$ cat src/rtl/mdu_hilo.sv
// mdu_hilo
//   Iterative multiply/divide unit that owns the architectural HI/LO pair.
//   Executes MULT, MULTU and DIVU over WIDTH cycles, one bit per cycle, and
//   services MTHI/MTLO writes and MFHI/MFLO reads. All other decoded ALU
//   control codes are ignored.
//
// Ports
//   clk, rst      clock (rising edge), asynchronous active-high reset
//   req_valid     alu_control/src_a/src_b are valid this cycle
//   req_ready     high whenever the unit is idle; accept on valid && ready
//   alu_control   decoded operation code
//   src_a, src_b  rs / rt operands
//   busy          a multiply or divide is iterating
//   done          one-cycle pulse when HI/LO first show a new mul/div result
//   hi, lo        architectural HI and LO registers
//   mf_data       hi for MFHI, lo for MFLO, zero otherwise (combinational)

module mdu_hilo #(
    parameter int WIDTH              = 32,
    parameter int ALU_CONTROL_LENGTH = 5,
    parameter logic [ALU_CONTROL_LENGTH-1:0] ALU_CONTROL_MULT  = 5'd12,
    parameter logic [ALU_CONTROL_LENGTH-1:0] ALU_CONTROL_MULTU = 5'd13,
    parameter logic [ALU_CONTROL_LENGTH-1:0] ALU_CONTROL_DIVU  = 5'd14,
    parameter logic [ALU_CONTROL_LENGTH-1:0] ALU_CONTROL_MTHI  = 5'd15,
    parameter logic [ALU_CONTROL_LENGTH-1:0] ALU_CONTROL_MTLO  = 5'd16,
    parameter logic [ALU_CONTROL_LENGTH-1:0] ALU_CONTROL_MFHI  = 5'd17,
    parameter logic [ALU_CONTROL_LENGTH-1:0] ALU_CONTROL_MFLO  = 5'd18
) (
    input  logic                          clk,
    input  logic                          rst,
    input  logic                          req_valid,
    output logic                          req_ready,
    input  logic [ALU_CONTROL_LENGTH-1:0] alu_control,
    input  logic [WIDTH-1:0]              src_a,
    input  logic [WIDTH-1:0]              src_b,
    output logic                          busy,
    output logic                          done,
    output logic [WIDTH-1:0]              hi,
    output logic [WIDTH-1:0]              lo,
    output logic [WIDTH-1:0]              mf_data
);

    localparam int CW = $clog2(WIDTH);
    localparam logic [CW-1:0] LAST_ITER = CW'(WIDTH - 1);

    typedef enum logic {IDLE, RUN} state_t;
    typedef enum logic [1:0] {OP_MULTU, OP_MULT, OP_DIVU} op_t;

    state_t            state_q, state_d;
    op_t               op_q, op_d;
    logic [CW-1:0]     cnt_q, cnt_d;
    // acc: partial product high half / partial remainder
    // shr: multiplier being consumed / dividend shifting out, quotient shifting in
    // opnd: multiplicand magnitude / divisor
    logic [WIDTH-1:0]  acc_q, acc_d;
    logic [WIDTH-1:0]  shr_q, shr_d;
    logic [WIDTH-1:0]  opnd_q, opnd_d;
    logic              neg_q, neg_d;
    logic [WIDTH-1:0]  hi_q, hi_d;
    logic [WIDTH-1:0]  lo_q, lo_d;
    logic              done_q, done_d;

    logic [WIDTH:0]    mul_sum;
    logic [WIDTH-1:0]  mul_acc_nx, mul_shr_nx;
    logic [2*WIDTH-1:0] product, product_signed;
    logic [WIDTH:0]    div_rem_sh;
    logic              div_ge;
    logic [WIDTH-1:0]  div_diff, div_acc_nx, div_shr_nx;
    logic [WIDTH-1:0]  abs_a, abs_b;

    // One iteration of each algorithm, evaluated every cycle from the
    // shared working registers. The multiply adds the multiplicand when the
    // current multiplier LSB is set and shifts the WIDTH+1 bit sum right
    // into the low half. The divide shifts the next dividend bit into the
    // remainder and subtracts the divisor when it fits. A zero divisor
    // always "fits", which yields an all-ones quotient and leaves the whole
    // dividend in the remainder after WIDTH steps.
    always_comb begin
        mul_sum        = {1'b0, acc_q} + (shr_q[0] ? {1'b0, opnd_q} : '0);
        mul_acc_nx     = mul_sum[WIDTH:1];
        mul_shr_nx     = {mul_sum[0], shr_q[WIDTH-1:1]};
        product        = {mul_acc_nx, mul_shr_nx};
        product_signed = neg_q ? (~product + 1'b1) : product;

        div_rem_sh     = {acc_q, shr_q[WIDTH-1]};
        div_ge         = (div_rem_sh >= {1'b0, opnd_q});
        div_diff       = div_rem_sh[WIDTH-1:0] - opnd_q;
        div_acc_nx     = div_ge ? div_diff : div_rem_sh[WIDTH-1:0];
        div_shr_nx     = {shr_q[WIDTH-2:0], div_ge};

        abs_a          = src_a[WIDTH-1] ? (~src_a + 1'b1) : src_a;
        abs_b          = src_b[WIDTH-1] ? (~src_b + 1'b1) : src_b;
    end

    // Next-state logic. In IDLE a valid request either starts an iteration
    // (operands latched, counter cleared) or performs an MT* write; unknown
    // codes leave everything untouched. In RUN the final iteration writes
    // HI/LO directly from the combinational next values so the result lands
    // on the same edge that returns the FSM to IDLE.
    always_comb begin
        state_d = state_q;
        op_d    = op_q;
        cnt_d   = cnt_q;
        acc_d   = acc_q;
        shr_d   = shr_q;
        opnd_d  = opnd_q;
        neg_d   = neg_q;
        hi_d    = hi_q;
        lo_d    = lo_q;
        done_d  = 1'b0;

        case (state_q)
            IDLE: begin
                if (req_valid) begin
                    case (alu_control)
                        ALU_CONTROL_MULTU: begin
                            state_d = RUN;
                            op_d    = OP_MULTU;
                            cnt_d   = '0;
                            acc_d   = '0;
                            shr_d   = src_b;
                            opnd_d  = src_a;
                            neg_d   = 1'b0;
                        end
                        ALU_CONTROL_MULT: begin
                            state_d = RUN;
                            op_d    = OP_MULT;
                            cnt_d   = '0;
                            acc_d   = '0;
                            shr_d   = abs_b;
                            opnd_d  = abs_a;
                            neg_d   = src_a[WIDTH-1] ^ src_b[WIDTH-1];
                        end
                        ALU_CONTROL_DIVU: begin
                            state_d = RUN;
                            op_d    = OP_DIVU;
                            cnt_d   = '0;
                            acc_d   = '0;
                            shr_d   = src_a;
                            opnd_d  = src_b;
                            neg_d   = 1'b0;
                        end
                        ALU_CONTROL_MTHI: hi_d = src_a;
                        ALU_CONTROL_MTLO: lo_d = src_a;
                        default: ;
                    endcase
                end
            end
            RUN: begin
                cnt_d = cnt_q + CW'(1);
                if (op_q == OP_DIVU) begin
                    acc_d = div_acc_nx;
                    shr_d = div_shr_nx;
                end else begin
                    acc_d = mul_acc_nx;
                    shr_d = mul_shr_nx;
                end
                if (cnt_q == LAST_ITER) begin
                    state_d = IDLE;
                    cnt_d   = '0;
                    done_d  = 1'b1;
                    if (op_q == OP_DIVU) begin
                        hi_d = div_acc_nx;
                        lo_d = div_shr_nx;
                    end else begin
                        hi_d = product_signed[2*WIDTH-1:WIDTH];
                        lo_d = product_signed[WIDTH-1:0];
                    end
                end
            end
            default: state_d = IDLE;
        endcase
    end

    // Register bank; reset discards any in-flight operation.
    always_ff @(posedge clk or posedge rst) begin
        if (rst) begin
            state_q <= IDLE;
            op_q    <= OP_MULTU;
            cnt_q   <= '0;
            acc_q   <= '0;
            shr_q   <= '0;
            opnd_q  <= '0;
            neg_q   <= 1'b0;
            hi_q    <= '0;
            lo_q    <= '0;
            done_q  <= 1'b0;
        end else begin
            state_q <= state_d;
            op_q    <= op_d;
            cnt_q   <= cnt_d;
            acc_q   <= acc_d;
            shr_q   <= shr_d;
            opnd_q  <= opnd_d;
            neg_q   <= neg_d;
            hi_q    <= hi_d;
            lo_q    <= lo_d;
            done_q  <= done_d;
        end
    end

    // MF* reads need no handshake and always see the current registers.
    always_comb begin
        mf_data = '0;
        if (alu_control == ALU_CONTROL_MFHI) begin
            mf_data = hi_q;
        end else if (alu_control == ALU_CONTROL_MFLO) begin
            mf_data = lo_q;
        end
    end

    assign req_ready = (state_q == IDLE);
    assign busy      = (state_q == RUN);
    assign done      = done_q;
    assign hi        = hi_q;
    assign lo        = lo_q;

endmodule

$ cat config.mk
export PLATFORM = sky130hd
export DESIGN_NAME = mdu_hilo
export DESIGN_NICKNAME = d
export VERILOG_FILES = /design/src/rtl/mdu_hilo.sv
export SDC_FILE = /design/constraint.sdc
export NUM_CORES = 1
export LEC_CHECK = 0
export ABC_CLOCK_PERIOD_IN_PS = 11900
export BUFFER_PORTS_ARGS = -buffer_cell sky130_fd_sc_hd__buf_2
export CORE_ASPECT_RATIO = 0.7
export CORE_MARGIN = 2
export CORE_UTILIZATION = 29
export CTS_CLUSTER_SIZE = 20
export DETAILED_ROUTE_END_ITERATION = 12
export MAX_ROUTING_LAYER = met4
export SETUP_SLACK_MARGIN = 0.15
export SLEW_MARGIN = 20
export SYNTH_ARGS = -nofsm -noshare
export SYNTH_HDL_FRONTEND = slang
export SYNTH_SLANG_ARGS = --single-unit
$ cat constraint.sdc
create_clock -name clk -period 11.9 [get_ports clk]
set_input_delay 2.38 -clock clk [delete_from_list [all_inputs] [get_ports clk]]
set_output_delay 2.38 -clock clk [all_outputs]
set_load 0.1 [all_outputs]
# After elaboration in Yosys (flattened, before gate mapping)
# Cells that the tools add are included.
# totals
regBits	170
latchBits	0
ramBits	0
mem_bits_ro	0
input_bits	72
out_inout_bits	99
elab_cells	85
n_memories	0
# op_classes
n_addsub	6
mul	0
div_mod_pow	0
magnitude_cmp	1
eq_ne	15
n_shift	0
n_mux	38
bitwise_logic	5
n_reduce_logical	10
# op_table
op	count
$mux W32	19
$pmux W32 S2	4
$pmux W32 S3	2
$add A32 B1 Y32 const B	2
$add A64 B1 Y64 const B	1
$mux W64	1
$not A32 Y32	2
$not A64 Y64	1
$add A32 B32 Y33	1
$ge A33 B32 Y1	1
$sub A32 B32 Y32	1
$eq A5 B4 Y1 const B	4
$eq A5 B5 Y1 const B	4
$mux W5	3
$reduce_and A3 Y1	4
$pmux W5 S2	1
$ne A2 B1 Y1 const B	3
$pmux W2 S3	1
$add A5 B1 Y5 const B	1
$mux W1	5
$ne A2 B2 Y1 const B	2
$ne A4 B1 Y1 const B	1
$pmux W1 S2	2
$reduce_and A2 Y1	2
7 further kinds	7

# Logic depth before layout (Yosys ltp)
# depth
depth_word	8
ltp_mapped	17
depth_no_buf	15

# Worst setup path before layout
# OpenSTA, ideal clock, no wires.
# synth_path
path_kind	in2out
start	input port alu_control[1]
end	output port mf_data[10]
arrival_time_ns	4.124
required_ns	9.520
setup_slack_ns	5.396
stages	4
path_buffers	2
cell_sequence	clkbuf_1 > nor3b_1 > clkbuf_1 > a22o_1
# synth_between
elab_chain_cells	3
elab_cells_between_ends	4
cone_classes	eq/ne: 2; mux: 2
# synth_lines
element	line	source
from (decl)	33	input logic [ALU_CONTROL_LENGTH-1:0] alu_control,
$eq A5 B5 Y1	207	end else if (alu_control == ALU_CONTROL_MFLO) begin
$mux W32	207	
$mux W32 (*)	205	if (alu_control == ALU_CONTROL_MFHI) begin
to (decl)	40	output logic [WIDTH-1:0] mf_data
# Every way passes the cells marked *; elsewhere a longest branch is shown, timed or not.

# Worst setup path after layout
# layout_path
start	input port alu_control[1]
end	output port mf_data[28]
# The elaborated chain is that of the path after synthesis.

==> results.yml <==
logic_synthesis:
  yosys.area.top_type_share_pct: 26.2
  ys_warn_count: 0
  yosysMostFrequentCell: "nand2_1"
  postSynthAreaPerCell_um2: 7.47
  synth_ff_type: "dfrtp_1"
  synthCells: 2177
  syn_area_um2: 16300
  synth_compound_area_share_pct: 31.9
  synth_adder_area_share_pct: 5.55
  synth_area_leaders: "dfrtp_1, o21ai_0, nand2_1, a21oi_1, ha_1"
  yosys.area_share.simple_pct: 21.8
  synth_xor_xnor_area_share_pct: 6.35
  muxShareOfSynthArea_pct: 2.85
  synthTopCellsByCount: "nand2_1, o21ai_0, a21oi_1, dfrtp_1, clkbuf_1"
  synth.distinct_cells: 86
  async_flop_share_pct: 100
  ys_seq_area_share_pct: 26.2
  synth_edf_count: 0
  synth_top_family_by_area: "compound AO/OA/AOI/OAI gates"
  synthesis.nets: 2320
  synth-seq-cells: 170
  yosys.area.top_type: "dfrtp_1"
clock_network:
  insertion_delay_ps: 470
  clock_sinks: 170
  cts_made_buffers: 17
  clockRootBuffer: "clkbuf_16"
  tritoncts: "yes"
  cts_buffer_depth: 2
  post_cts_resized: 0
  cts_setup_buffers: 0
  hold_buffers: 0
  cts.reportedPaths.clkPinSlew_ps: 70
  h-tree-depth: 4
sta:
  max_freq_mhz: 152
  finalMaxSlewViolations: 0
  min_period_ps: 6590
  setup_viol: 0
  min_period_over_period_pct: 55.4
  max-slew-margin-rel_pct: 22.6
  tightest_slew_ps: 1150
  rsz0062_at_grt: "no"
  final_hold_viol_count: 0
  finClkSkew_ps: 22.1
  timing.hold.ws_ps: 504
  fin_setup_tns_ps: 0
outcome:
  outcome: "finished clean"
layout:
  utilization_pct: 33.2
  nets: 2372
  fin_cells: 2989
  area_growth_pct: 12.8
  drive_gt1_share_pct: 12.8
route:
  drt-total-wl_mm: 81.6
  drt_iter0_drc: 3202
  via_per_inst: 6.24
  antenna_left: 0
  wl_per_cell_um: 27.3
  dr.pass1.iters: 7
  remaining_drc_errors: 0
  num_vias: 18600
place:
  gp_congestion: 1.03
  dp_hpwl_mm: 62.8
  io_buffers: 170
  dp.cells: 2950
power_and_ir_drop:
  irDropWorstVdd_mv: 0.149
  power_mw: 6.21
  p_leak_nw: 7.95
  p_per_area_nw_per_um2: 339
setup_path:
  arrival_ps: 4210
  crit_path_end_kind: "output pin"
  cp.required_ps: 9520
  crit_fanout: 40
  crit_start: "alu_control[1]"
  reg2reg_to: "hi[19]$_DFFE_PP0P_"
  crit_type: "input pin to output pin"
  crit-reg2reg-launch: "opnd_q[4]$_DFFE_PP0P_"
  rr_worst_depth: 12
  reg2reg_slack_ps: 6130
  start_kind: "input pin"
floorplan:
  dieArea_um2: 58000
  ios: 171
  die_h_um: 202
  rows: 72
  core_area_um2: 55300
  die_x_um: 287
  start_util_pct: 29.4
global_routing:
  grtUsageTotal_pct: 28.2
  grt_pass1_vias: 16600
  grt_max_degree: 63
  grt_first_pass_wirelength_mm: 118
  grt_antenna_before_repair: 8
  grt_overflow_total: 0
worst_hold_path:
  min_to: "lo[13]$_DFFE_PP0P_"
  holdCritStartpoint: "lo[13]$_DFFE_PP0P_"
  hold_path.class: "flop to flop"
  min_delay_path_depth: 2
job:
  drv_cap: 0
[power by group]
| group | internal, mW | switching [mW] |
|---|---|---|
| logic | 1.27 | 3.07 |
| clock network | 0.303 | 0.302 |
| registers | 0.832 | 0.431 |
| total | 2.40 | 3.81 |
[placed cells by master, fill, tap and decap left out, types with 18 or more instances in the layout]
| cell | count |
|---|---|
| o31ai_1 | 34 |
| nand2_1 | 311 |
| or3_1 | 28 |
| buf_4 | 29 |
| buf_2 | 170 |
| and2_1 | 43 |
| o21ai_0 | 242 |
| a31oi_1 | 43 |
| xnor2_1 | 48 |
| nor3_1 | 40 |
| and3_1 | 26 |
| xor2_1 | 68 |
| a22oi_1 | 26 |
| ha_1 | 69 |
| o211ai_1 | 20 |
| nor2_1 | 129 |
| nand3_1 | 39 |
| a21o_1 | 36 |
| o221ai_1 | 18 |
| mux2i_1 | 43 |
| a221oi_1 | 20 |
| inv_1 | 59 |
| a22o_1 | 41 |
| a21oi_1 | 189 |
| dfrtp_1 | 169 |
[worst max-delay path by stage]
| stage | endpoint | cells after the start |
|---|---|---|
| finish | mf_data[28] | 6 |
| global route | mf_data[30] | 6 |
| CTS | mf_data[28] | 6 |
| detailed placement | mf_data[28] | 6 |
| global placement | mf_data[28] | 6 |
| floorplan | acc_q[0]$_DFFE_PP0P_ | 1 |
[registers in the layout (all words and copies together) (netlist names)]
signal	flops
acc_q	32
shr_q	32
cnt_q	5
neg_q	1
done	1
lo	32
hi	32
opnd_q	32
busy	1
op_q	2
[layer usage]
| layer | vias to the layer above | routed length (um) | share of wire [%] | track usage, % |
|---|---|---|---|---|
| li1 | 8108 | - | - | - |
| met5 | - | 0 | 0 | - |
| met3 | 111 | 14200 | 17 | 13.3 |
| met2 | 1358 | 28900 | 35 | 33.1 |
| met4 | 0 | 1500 | 1.8 | 5.45 |
| met1 | 9061 | 37000 | 45 | 42.1 |
[stage by stage]
step	area, um2	setup slack, ps
CTS	18300	5350
detailed placement	17700	5350
global route	18300	5210
global placement	17700	5400
floorplan	16300	4920
finish	18300	5310
[area by class of cell]
cell class | count | area (um2)
antenna | 7 | 17.5
clock buffer | 18 | 429
clock inverter | 14 | 170
fill | 5891 | 37000
inverter | 61 | 234
multi-input combinational | 1779 | 11200
sequential | 170 | 4260
tap | 740 | 926
timing repair buffer | 200 | 1100
[kinds of logic after synthesis]
group | Yosys count
XOR/XNOR | 117
multiplexers | 46
adder cells (fa/ha/maj) | 71
flip-flops | 170
buffers and inverters | 228
AND/OR/NAND/NOR | 736
AO/OA/AOI/OAI | 809
[worst max-delay path, stage by stage]
cell and delay (ps):
buf_2 80, buf_4 380, nor3b_2 270, buf_4 370, a22o_1 220, buf_2 430
Note: power is estimated with default switching activity, not from simulation.
